$ cat config.mk
export PLATFORM = sky130hd
export DESIGN_NAME = float_to_int_flat
export DESIGN_NICKNAME = d
export VERILOG_FILES = /design/src/rtl/float_pkg.sv /design/src/rtl/float_to_int_if.sv /design/src/rtl/float_to_int_classify.sv /design/src/rtl/float_to_int.sv /design/src/flat_wrapper.sv
export SDC_FILE = /design/constraint.sdc
export NUM_CORES = 1
export LEC_CHECK = 0
export CAP_MARGIN = 20
export CORE_UTILIZATION = 50
export DETAILED_ROUTE_END_ITERATION = 7
export GPL_TIMING_DRIVEN = 0
export PLACE_DENSITY = 0.82
export SLEW_MARGIN = 20
export SYNTH_ARGS = -nofsm -noshare
export SYNTH_HDL_FRONTEND = slang
export SYNTH_HIERARCHICAL = 1
export SYNTH_SLANG_ARGS = --single-unit
$ cat constraint.sdc
create_clock -name clk -period 5.6 [get_ports clk]
set_input_delay 0.84 -clock clk [delete_from_list [all_inputs] [get_ports clk]]
set_output_delay 0.84 -clock clk [all_outputs]
set_load 0.01 [all_outputs]
$ cat src/rtl/float_pkg.sv
// Shared constants and types for the float/int conversion blocks
// (float_to_int, int_to_float).
//   - IEEE-754 single-precision field widths and bit positions
//   - 8-bit integer range
//   - converter FSM state encoding and result flag bundle
package float_pkg;

  localparam int EXP_BIAS = 127;
  localparam int EXP_W    = 8;
  localparam int FRAC_W   = 23;
  localparam int MANT_W   = 24;
  localparam int INT_W    = 8;
  localparam int CNT_W    = 5;

  localparam logic [INT_W-1:0] INT_MAX = 8'd255;

  // Field slices of {sign, exp[7:0], frac[22:0]}
  localparam int SIGN_BIT = 31;
  localparam int EXP_MSB  = 30;
  localparam int EXP_LSB  = 23;
  localparam int FRAC_MSB = 22;
  localparam int FRAC_LSB = 0;

  typedef enum logic [1:0] {
    IDLE  = 2'd0,
    SHIFT = 2'd1,
    DONE  = 2'd2
  } state_t;

  // At most one flag is set per result
  typedef struct packed {
    logic overflow;
    logic negative;
    logic invalid;
    logic inexact;
  } flags_t;

  // Number of positions to shift this cycle: min(remaining, step)
  function automatic logic [CNT_W-1:0] shift_amount(input logic [CNT_W-1:0] remaining,
                                                    input logic [CNT_W-1:0] step);
    logic [CNT_W-1:0] amount;
    if (remaining < step) begin
      amount = remaining;
    end else begin
      amount = step;
    end
    return amount;
  endfunction

endpackage

$ cat src/rtl/float_to_int_if.sv
// Handshake bundle of float_to_int.
//   input side : in_valid, in_ready, float_input[31:0]
//   output side: out_valid, out_ready, int_output[7:0], flag_* (4 flags)
// master = producer/consumer environment, slave = converter.
interface float_to_int_if;
  logic        in_valid;
  logic        in_ready;
  logic [31:0] float_input;
  logic        out_valid;
  logic        out_ready;
  logic [7:0]  int_output;
  logic        flag_overflow;
  logic        flag_negative;
  logic        flag_invalid;
  logic        flag_inexact;

  modport master (
    output in_valid, float_input, out_ready,
    input  in_ready, out_valid, int_output,
           flag_overflow, flag_negative, flag_invalid, flag_inexact
  );

  modport slave (
    input  in_valid, float_input, out_ready,
    output in_ready, out_valid, int_output,
           flag_overflow, flag_negative, flag_invalid, flag_inexact
  );
endinterface

$ cat src/rtl/float_to_int_classify.sv
// Combinational decode of a single-precision value.
//   float_input : {sign, exp, frac}
//   is_nan/is_inf/is_zero : IEEE special classes
//   is_neg   : sign bit
//   is_small : nonzero with magnitude < 1.0 (includes denormals)
//   is_big   : magnitude >= 256 (exp >= 135, includes Inf/NaN exponents)
//   shift_cnt: 23 - (exp - 127), meaningful only for exp in 127..134
module float_classify
  import float_pkg::*;
(
  input  logic [31:0]      float_input,
  output logic             is_nan,
  output logic             is_inf,
  output logic             is_zero,
  output logic             is_neg,
  output logic             is_small,
  output logic             is_big,
  output logic [CNT_W-1:0] shift_cnt
);

  logic [EXP_W-1:0]  exp_s;
  logic [FRAC_W-1:0] frac_s;

  assign exp_s  = float_input[EXP_MSB:EXP_LSB];
  assign frac_s = float_input[FRAC_MSB:FRAC_LSB];

  // Class decode and initial right-shift distance
  always_comb begin
    is_nan    = (exp_s == 8'hFF) && (frac_s != 23'd0);
    is_inf    = (exp_s == 8'hFF) && (frac_s == 23'd0);
    is_zero   = (exp_s == 8'h00) && (frac_s == 23'd0);
    is_neg    = float_input[SIGN_BIT];
    is_small  = (exp_s < 8'd127) && !is_zero;
    is_big    = (exp_s >= 8'd135);
    // 150 = bias + fraction width; only the low 5 bits matter in range
    shift_cnt = CNT_W'(8'd150 - exp_s);
  end

endmodule

$ cat src/rtl/float_to_int.sv
// Single-precision float to 8-bit unsigned integer, truncating.
//   clk, rst_n : clock and asynchronous active-low reset
//   bus        : float_to_int_if.slave (valid/ready in, valid/ready out,
//                result and overflow/negative/invalid/inexact flags)
// Special values finish in one cycle; in-range values walk the 24-bit
// mantissa right by up to SHIFT_STEP positions per cycle.
module float_to_int
  import float_pkg::*;
#(
  parameter int SHIFT_STEP = 1
) (
  input  logic          clk,
  input  logic          rst_n,
  float_to_int_if.slave bus
);

  localparam logic [CNT_W-1:0] STEP_C = CNT_W'(SHIFT_STEP);

  state_t            state_r, state_s;
  logic [MANT_W-1:0] mant_r, mant_s;
  logic [CNT_W-1:0]  cnt_r, cnt_s;
  logic              sticky_r, sticky_s;
  logic [INT_W-1:0]  res_r, res_s;
  flags_t            flags_r, flags_s;
  logic              out_valid_r, out_valid_s;
  logic              in_ready_r;

  logic              is_nan_s, is_inf_s, is_zero_s, is_neg_s, is_small_s, is_big_s;
  logic [CNT_W-1:0]  shift_cnt_s;
  logic [CNT_W-1:0]  step_s;
  logic [MANT_W-1:0] shifted_s;
  logic              lost_s;
  logic [CNT_W-1:0]  cnt_dec_s;

  float_classify u_classify (
    .float_input (bus.float_input),
    .is_nan      (is_nan_s),
    .is_inf      (is_inf_s),
    .is_zero     (is_zero_s),
    .is_neg      (is_neg_s),
    .is_small    (is_small_s),
    .is_big      (is_big_s),
    .shift_cnt   (shift_cnt_s)
  );

  // One shifter step: shifted mantissa, OR of dropped bits, remaining count
  always_comb begin
    step_s    = shift_amount(cnt_r, STEP_C);
    shifted_s = mant_r >> step_s;
    lost_s    = |(mant_r & ~({MANT_W{1'b1}} << step_s));
    cnt_dec_s = cnt_r - step_s;
  end

  // Next-state and next-datapath logic
  always_comb begin
    state_s     = state_r;
    mant_s      = mant_r;
    cnt_s       = cnt_r;
    sticky_s    = sticky_r;
    res_s       = res_r;
    flags_s     = flags_r;
    out_valid_s = out_valid_r;
    case (state_r)
      IDLE: begin
        if (bus.in_valid) begin
          flags_s     = '0;
          res_s       = 8'd0;
          out_valid_s = 1'b1;
          state_s     = DONE;
          if (is_nan_s) begin
            flags_s.invalid = 1'b1;
          end else if (!is_neg_s && (is_inf_s || is_big_s)) begin
            res_s            = INT_MAX;
            flags_s.overflow = 1'b1;
          end else if (is_neg_s && !is_zero_s) begin
            flags_s.negative = 1'b1;
          end else if (is_zero_s) begin
            flags_s = '0;
          end else if (is_small_s) begin
            flags_s.inexact = 1'b1;
          end else begin
            // 1.0 <= value < 256: shift hidden-bit mantissa down to integer
            mant_s      = {1'b1, bus.float_input[FRAC_MSB:FRAC_LSB]};
            cnt_s       = shift_cnt_s;
            sticky_s    = 1'b0;
            out_valid_s = 1'b0;
            state_s     = SHIFT;
          end
        end else begin
          state_s = IDLE;
        end
      end
      SHIFT: begin
        mant_s   = shifted_s;
        sticky_s = sticky_r | lost_s;
        cnt_s    = cnt_dec_s;
        if (cnt_dec_s == 5'd0) begin
          res_s           = shifted_s[INT_W-1:0];
          flags_s         = '0;
          flags_s.inexact = sticky_r | lost_s;
          out_valid_s     = 1'b1;
          state_s         = DONE;
        end else begin
          state_s = SHIFT;
        end
      end
      DONE: begin
        if (bus.out_ready) begin
          out_valid_s = 1'b0;
          state_s     = IDLE;
        end else begin
          state_s = DONE;
        end
      end
      default: begin
        out_valid_s = 1'b0;
        state_s     = IDLE;
      end
    endcase
  end

  // State register
  always_ff @(posedge clk or negedge rst_n) begin
    if (!rst_n) begin
      state_r <= IDLE;
    end else begin
      state_r <= state_s;
    end
  end

  // Datapath and registered output stage
  always_ff @(posedge clk or negedge rst_n) begin
    if (!rst_n) begin
      mant_r      <= '0;
      cnt_r       <= '0;
      sticky_r    <= 1'b0;
      res_r       <= '0;
      flags_r     <= '0;
      out_valid_r <= 1'b0;
      in_ready_r  <= 1'b1;
    end else begin
      mant_r      <= mant_s;
      cnt_r       <= cnt_s;
      sticky_r    <= sticky_s;
      res_r       <= res_s;
      flags_r     <= flags_s;
      out_valid_r <= out_valid_s;
      in_ready_r  <= (state_s == IDLE);
    end
  end

  assign bus.in_ready      = in_ready_r;
  assign bus.out_valid     = out_valid_r;
  assign bus.int_output    = res_r;
  assign bus.flag_overflow = flags_r.overflow;
  assign bus.flag_negative = flags_r.negative;
  assign bus.flag_invalid  = flags_r.invalid;
  assign bus.flag_inexact  = flags_r.inexact;

endmodule

$ cat src/flat_wrapper.sv
// flat-port wrapper written by rule: the top's interface ports become plain ports
module float_to_int_flat import float_pkg::*;
#(
  parameter int SHIFT_STEP = 1
)
  (clk, rst_n, bus_in_valid, bus_float_input, bus_out_ready, bus_in_ready, bus_out_valid, bus_int_output, bus_flag_overflow, bus_flag_negative, bus_flag_invalid, bus_flag_inexact);
  float_to_int_if bus_i ();
  input  logic clk;
  input  logic rst_n;
  input wire logic [$bits(bus_i.in_valid)-1:0] bus_in_valid;
  input wire logic [$bits(bus_i.float_input)-1:0] bus_float_input;
  input wire logic [$bits(bus_i.out_ready)-1:0] bus_out_ready;
  output wire logic [$bits(bus_i.in_ready)-1:0] bus_in_ready;
  output wire logic [$bits(bus_i.out_valid)-1:0] bus_out_valid;
  output wire logic [$bits(bus_i.int_output)-1:0] bus_int_output;
  output wire logic [$bits(bus_i.flag_overflow)-1:0] bus_flag_overflow;
  output wire logic [$bits(bus_i.flag_negative)-1:0] bus_flag_negative;
  output wire logic [$bits(bus_i.flag_invalid)-1:0] bus_flag_invalid;
  output wire logic [$bits(bus_i.flag_inexact)-1:0] bus_flag_inexact;
  assign bus_i.in_valid = bus_in_valid;
  assign bus_i.float_input = bus_float_input;
  assign bus_i.out_ready = bus_out_ready;
  assign bus_in_ready = bus_i.in_ready;
  assign bus_out_valid = bus_i.out_valid;
  assign bus_int_output = bus_i.int_output;
  assign bus_flag_overflow = bus_i.flag_overflow;
  assign bus_flag_negative = bus_i.flag_negative;
  assign bus_flag_invalid = bus_i.flag_invalid;
  assign bus_flag_inexact = bus_i.flag_inexact;
  float_to_int #(.SHIFT_STEP(SHIFT_STEP)) u_core (.clk(clk), .rst_n(rst_n), .bus(bus_i));
endmodule
Yosys cells after proc, flatten, opt, wreduce, memory -nomap -nowiden

Index checks and enable logic that the tools add are counted.

Register bits after elaboration: 46
Input port bits: 36
Word-level logic and storage cells: 108

Add/subtract/negate cells: 2
Equality and inequality tests: 11
Reduce and logical (&&, ||, !) cells: 20
Mux-type cells: 56
Shifts and indexed selects: 2
Bitwise logic cells: 3
Order comparisons: 3

Operator list:

| kind                                                                 | number |
|---|---|
| 24-bit two-way mux                                                   | 6 |
| 24-bit one-hot mux with 2 select lines                               | 1 |
| 5-bit two-way mux                                                    | 7 |
| 8-bit two-way mux                                                    | 4 |
| 24-bit bitwise AND                                                   | 1 |
| 24-bit NOT                                                           | 1 |
| 24-bit OR reduction                                                  | 1 |
| 24-bit by 5-bit left shift with 24-bit output, first input constant  | 1 |
| 24-bit by 5-bit >> shifter with 24-bit output                        | 1 |
| 23-bit zero test                                                     | 1 |
| 23-bit nonzero test                                                  | 1 |
| 1-bit two-way mux                                                    | 20 |
| 2-bit two-way mux                                                    | 9 |
| 8-bit one-hot mux with 2 select lines                                | 1 |
| 2-bit inequality test, second input constant                         | 7 |
| 5-bit one-hot mux with 2 select lines                                | 1 |
| 8-bit == test, second input constant                                 | 1 |
| 8-bit greater-or-equal comparator, second input constant             | 1 |
| 8-bit zero test                                                      | 1 |
| 8-bit by 7-bit < comparator with 1-bit output, second input constant | 1 |
| 4-bit two-way mux                                                    | 2 |
| 4-bit one-hot mux with 2 select lines                                | 1 |
| 7-bit AND reduction                                                  | 1 |
| 1-bit logical AND                                                    | 6 |
| 17 further kinds                                                     | 20 |

Depth between registers and ports, before layout

Depth in word-level cells: 12
Mapped depth: 12
Depth with buffers taken out: 9

Hierarchy

The synthesis kept the hierarchy.

Modules (own cells, without submodules):

| module         | seq. area each (sq um) | area each (sq um) | cells each | instances |
|---|---|---|---|---|
| float_to_int   | 1152.4                 | 2306.0            | 229        | 1 |
| float_classify | 0.0                    | 221.5             | 33         | 1 |

Worst setup path after synthesis

No wires, ideal clock.

Kind: input to register
From: input bus_float_input[2]
To: register u_core.mant_r[16]
Setup time: 0.118 ns
Slack: 2.742 ns
Stages: 9
Arrival time: 2.740 ns
Path through: or4_4 and4bb_1 and3_1 nor4_4 and3_1 buf_4 buf_6 a22o_1 a21o_1

Word-level cells in the longest chain between the ends: 6
Elaborated cells on any way between the ends: 16
Those cells by class: eq/ne: 5; reduce/logical: 11

Ends and longest elaborated chain:

| what                                 | RTL line                                        | source |
|---|---|---|
| start, declared                      | flat_wrapper.sv:11                              | `input wire logic [$bits(bus_i.float_input)-1:0] bus_float_input;` |
| 23-bit zero test *                   | float_to_int_classify.sv:31                     | `is_zero = (exp_s == 8'h00) && (frac_s == 23'd0);` |
| 1-bit logical AND *                  | float_to_int_classify.sv:31                     |  |
| via u_core.is_zero_s                 | float_to_int.sv:28                              | `logic is_nan_s, is_inf_s, is_zero_s, is_neg_s, is_small_s, is_big_s;` |
| 1-bit zero test                      | float_to_int_classify.sv:33, float_to_int.sv:75 |  |
| 1-bit logical AND (on tied branches) | float_to_int_classify.sv:33, float_to_int.sv:75 |  |
| 2-bit inequality test (no line)      | --                                              |  |
| 7-bit AND reduction (no line) *      | --                                              |  |
| end signal, assigned                 | float_to_int.sv:142                             | `mant_r <= mant_s;` |
| end, declared                        | float_to_int.sv:20                              | `logic [MANT_W-1:0] mant_r, mant_s;` |

Mark *: on every way through the listed nets, which the timed path passes. The rest lies on a longest branch.
A chain may end at the register's enable or synchronous reset.

Worst setup path after layout

From: input bus_float_input[23]
To: register u_core.mant_r[21]

Elaborated cells on any way between the ends: 18
Those cells by class: order compare: 2; eq/ne: 6; reduce/logical: 10

RTL lines:

| what                            | RTL line                    | source |
|---|---|---|
| 8-bit == test                   | float_to_int_classify.sv:29 | `is_nan = (exp_s == 8'hFF) && (frac_s != 23'd0);` |
| 1-bit logical AND               | float_to_int_classify.sv:29 |  |
| via u_core.is_nan_s             | float_to_int.sv:28          |  |
| 2-bit inequality test (no line) | --                          |  |
| 7-bit AND reduction (no line)   | --                          |  |

The timed path passes the listed nets, and every way through them passes these cells.

==> impl_results.md <==
- Crit share post-route: 61.2%
- Setup TNS: 0 ns
- WL per Instance: 16.1 um
- Netlist cell types: 53
- Floorplan Core Area: 4790 sq um
- Worst Setup End Kind: flop
- Synthesized area per cell: 9.65 sq um
- HP Class: reg -> reg
- Clock root buffer: clkbuf_8
- CP cell instances: clkdlybuf4s50_1 > ha_1 > nand2_1 > nor3_1 > a21boi_0 > nor2_1 > and3_1 > buf_4 > nor2_2 > buf_2 > a21o_1
- Layout area overhead: 27.0%
- Critical path fanouts, max: 10
- First-pass GRT wire length: 10600 um
- Via density per instance: 5.94
- Grt ovf: 0
- Overall routing resource usage: 26.1%
- Longest Clk Path Bufs: 2
- Post-CTS Resized: 0
- Die Width: 73.1 um
- # IOs: 50
- Syn nets: 301
- Peak VDD IR: 233 uV
- Total number of vias: 2294
- Max-cap check violation count: 0
- Reg2Reg Setup Slack: 3.00 ns
- DPL Wire Length: 4660 um
- Final setup viols: 0
- CP max-delay cell: clkdlybuf4s50_1
- Fraction of registers with async set or reset after synthesis: 100%
- Status: finished, final reports clean
- ANT cells: 0
- Die area: 5340 sq um
- Drt total wl: 6200 um
- Pwr dens: 416 nW/um^2
- Fmax: 0.292 GHz
- Data arrival, critical path: 3.67 ns
- Post-synthesis sequential area ratio: 45.6%
- Total power: 0.00133 W
- Cells after Synth: 262
- TritonCTS clock tree: yes
- # clock sinks: 46
- Post-synth EDFFs: 0
- CP Data Required Time: 5.84 ns
- Pre-Repair DR Iteration Count: 4
- Hold_buf cts: 0
- Register bit total from synthesis: 46
- Worst path bufs/invs: 3
- # Post-CTS Setup Buffers: 0
- Fin nets: 357
- CP top delay family: simple AND/OR/NAND/NOR gates
- Critical path type: in -> reg
- RD Place Congestion: 0.855
- Fraction of layout cells with a size suffix above 1: 10.3%
- Vias in the first global route: 2222
- Ys flop type: dfrtp_1
- DRT iter0 DRCs: 212
- Initial core utilization: 52.8%
- Antenna Nets Post-Route: 0
- Initial antenna violation count: 0
- Drt drc: 0
- Buffers added on ports: 48
- RSZ-0062 raised after global routing: no
- Largest stage delay, worst path: 0.54 ns
- Final slew viol count: 0
- Slew headroom: 58.5%
- Htree depth: 2
- Clock slew seen by the registers of the worst setup and hold paths: 0.08 ns
- Die height: 73.1 um
- Type of origin of the critical path: primary input
- Leakage: 1.42 nW
- Clock Latency Late Sink: 0.30 ns
- Syn. warnings: 6
- Worst-Margin Slew: 0.623 ns
- Post-Syn Area: 2530 sq um
- CTS Buf Count: 5
- Rows: 25
- Clk_skew: 0.00669 ns
- Largest net degree at the start of global routing: 26
- Minimum clock period: 3.43 ns
- Final Hold Violating Endpoints: 0
-- cells in the mapped netlist, types with 2 or more instances --
master    number  area [sq um]
nand3_1        5          25.0
buf_2          6          30.0
nand2b_1       2          12.5
nor4_1         5          31.3
dfrtp_1       45          1130
or4_1          2          15.0
inv_1          9          33.8
nor2_1        30           113
a21oi_1       13          65.1
xnor2_1        2          17.5
ha_1           3          37.5
nor2b_1        3          18.8
o21ai_1        3          15.0
o22ai_1       11          68.8
clkbuf_1       2          7.51
and3_1         5          31.3
o21ai_0        7          35.0
nor3_1        12          60.1
o32a_1         7          70.1
buf_4          4          30.0
buf_6          3          33.8
a21o_1        16           120
a22o_1        14           123
and4_1         2          17.5
a211oi_1       2          15.0
mux2i_1        3          30.0
nand2_1       20          75.1
-- final cells by class --
cell class / count / area (sq um)
plain buffers: 15 / 101
clock buffers: 6 / 82.6
clock inverters: 2 / 12.5
fillers: 391 / 1580
inverters: 9 / 33.8
multi-input cells: 192 / 1240
flip-flops and latches: 46 / 1150
well taps: 67 / 83.8
repair buffers: 49 / 503
-- stage by stage --
| step | cell area (sq um) | setup WS, ns | utilization, % | std cells | hold WS (ns) |
|---|---|---|---|---|---|
| after CTS | 3210 | 2.24 | 67.1 | 386 | 0.486 |
| after global placement | 3090 | 2.02 | 64.6 | 377 | 0.459 |
| after floorplan | 2530 | 2.74 | - | 262 | 0.448 |
| final | 3210 | 2.17 | 67.1 | 386 | 0.482 |
| after global routing | 3210 | 2.01 | 67.1 | 386 | 0.500 |
| after detailed placement | 3110 | 1.96 | 65.1 | 378 | 0.466 |
-- layout by cell type, fill, tap and decap left out, types with 6 or more instances in the layout --
cell type        Yosys  routed
a21o_1              16      16
nand2_1             20      20
dfrtp_1             45      45
o21ai_0              7       7
o32a_1               7       7
nor3_1              12      12
nor2_1              30      30
clkbuf_8             0       6
clkdlybuf4s50_1      0      47
a21oi_1             13      13
buf_2                6       7
a22o_1              14      14
inv_1                9       9
o22ai_1             11      11
-- cells by family (layout without fill, tap and decap cells) --
group | after synthesis | in the layout | share of synthesized area [%]
xor gates and xnor gates | 3 | 3 | 1.04
buffers and inverters | 24 | 81 | 5.35
muxes | 4 | 4 | 1.63
DFF | 46 | 46 | 45.6
adders and majority gates | 3 | 3 | 1.49
AOI/OAI and AO/OA | 84 | 84 | 23.9
and+or+nand+nor | 98 | 98 | 21.0
-- report_power, final --
group	total (W)	switching [W]	internal, W	leakage (nW)
Combinational	0.000511	0.000237	0.000274	0.829
Clock	0.000213	0.000113	0.0000993	0.0472
Sequential	0.000611	0.000126	0.000485	0.547
-- metal layers --
layer / routed length (um) / global-route usage, % / vias up
met4: 110 / 8.71 / 0
met3: 343 / 3.87 / 10
met2: 2950 / 41.3 / 78
li1: - / - / 1086
met5: 0 / 0 / -
met1: 2790 / 36.7 / 1120
-- sequential cells by signal (all words and copies together), names as in the netlist --
register                  count
u_core/mant_r                24
u_core/bus.int_output         8
u_core/cnt_r                  5
u_core/state_r                2
u_core/bus.flag_inexact       1
u_core/bus.flag_invalid       1
u_core/bus.flag_negative      1
u_core/bus.flag_overflow      1
u_core/bus.in_ready           1
u_core/bus.out_valid          1
u_core/sticky_r               1
-- path summary, 6_finish.rpt --
path,start,to,cells after the start
worst max-delay path,bus_float_input[23],u_core/mant_r[21]$_DFFE_PN0P_,11
worst min-delay path,u_core/mant_r[22]$_DFFE_PN0P_,u_core/mant_r[22]$_DFFE_PN0P_,1
worst max register to register,u_core/cnt_r[2]$_DFFE_PN0P_,u_core/bus.int_output[3]$_DFFE_PN0P_,8
worst min register to register,u_core/mant_r[22]$_DFFE_PN0P_,u_core/mant_r[22]$_DFFE_PN0P_,1
max in group asynchronous,rst_n,u_core/bus.int_output[0]$_DFFE_PN0P_,2
min in group asynchronous,rst_n,u_core/mant_r[15]$_DFFE_PN0P_,1
Note: power is estimated with default switching activity, not from simulation.
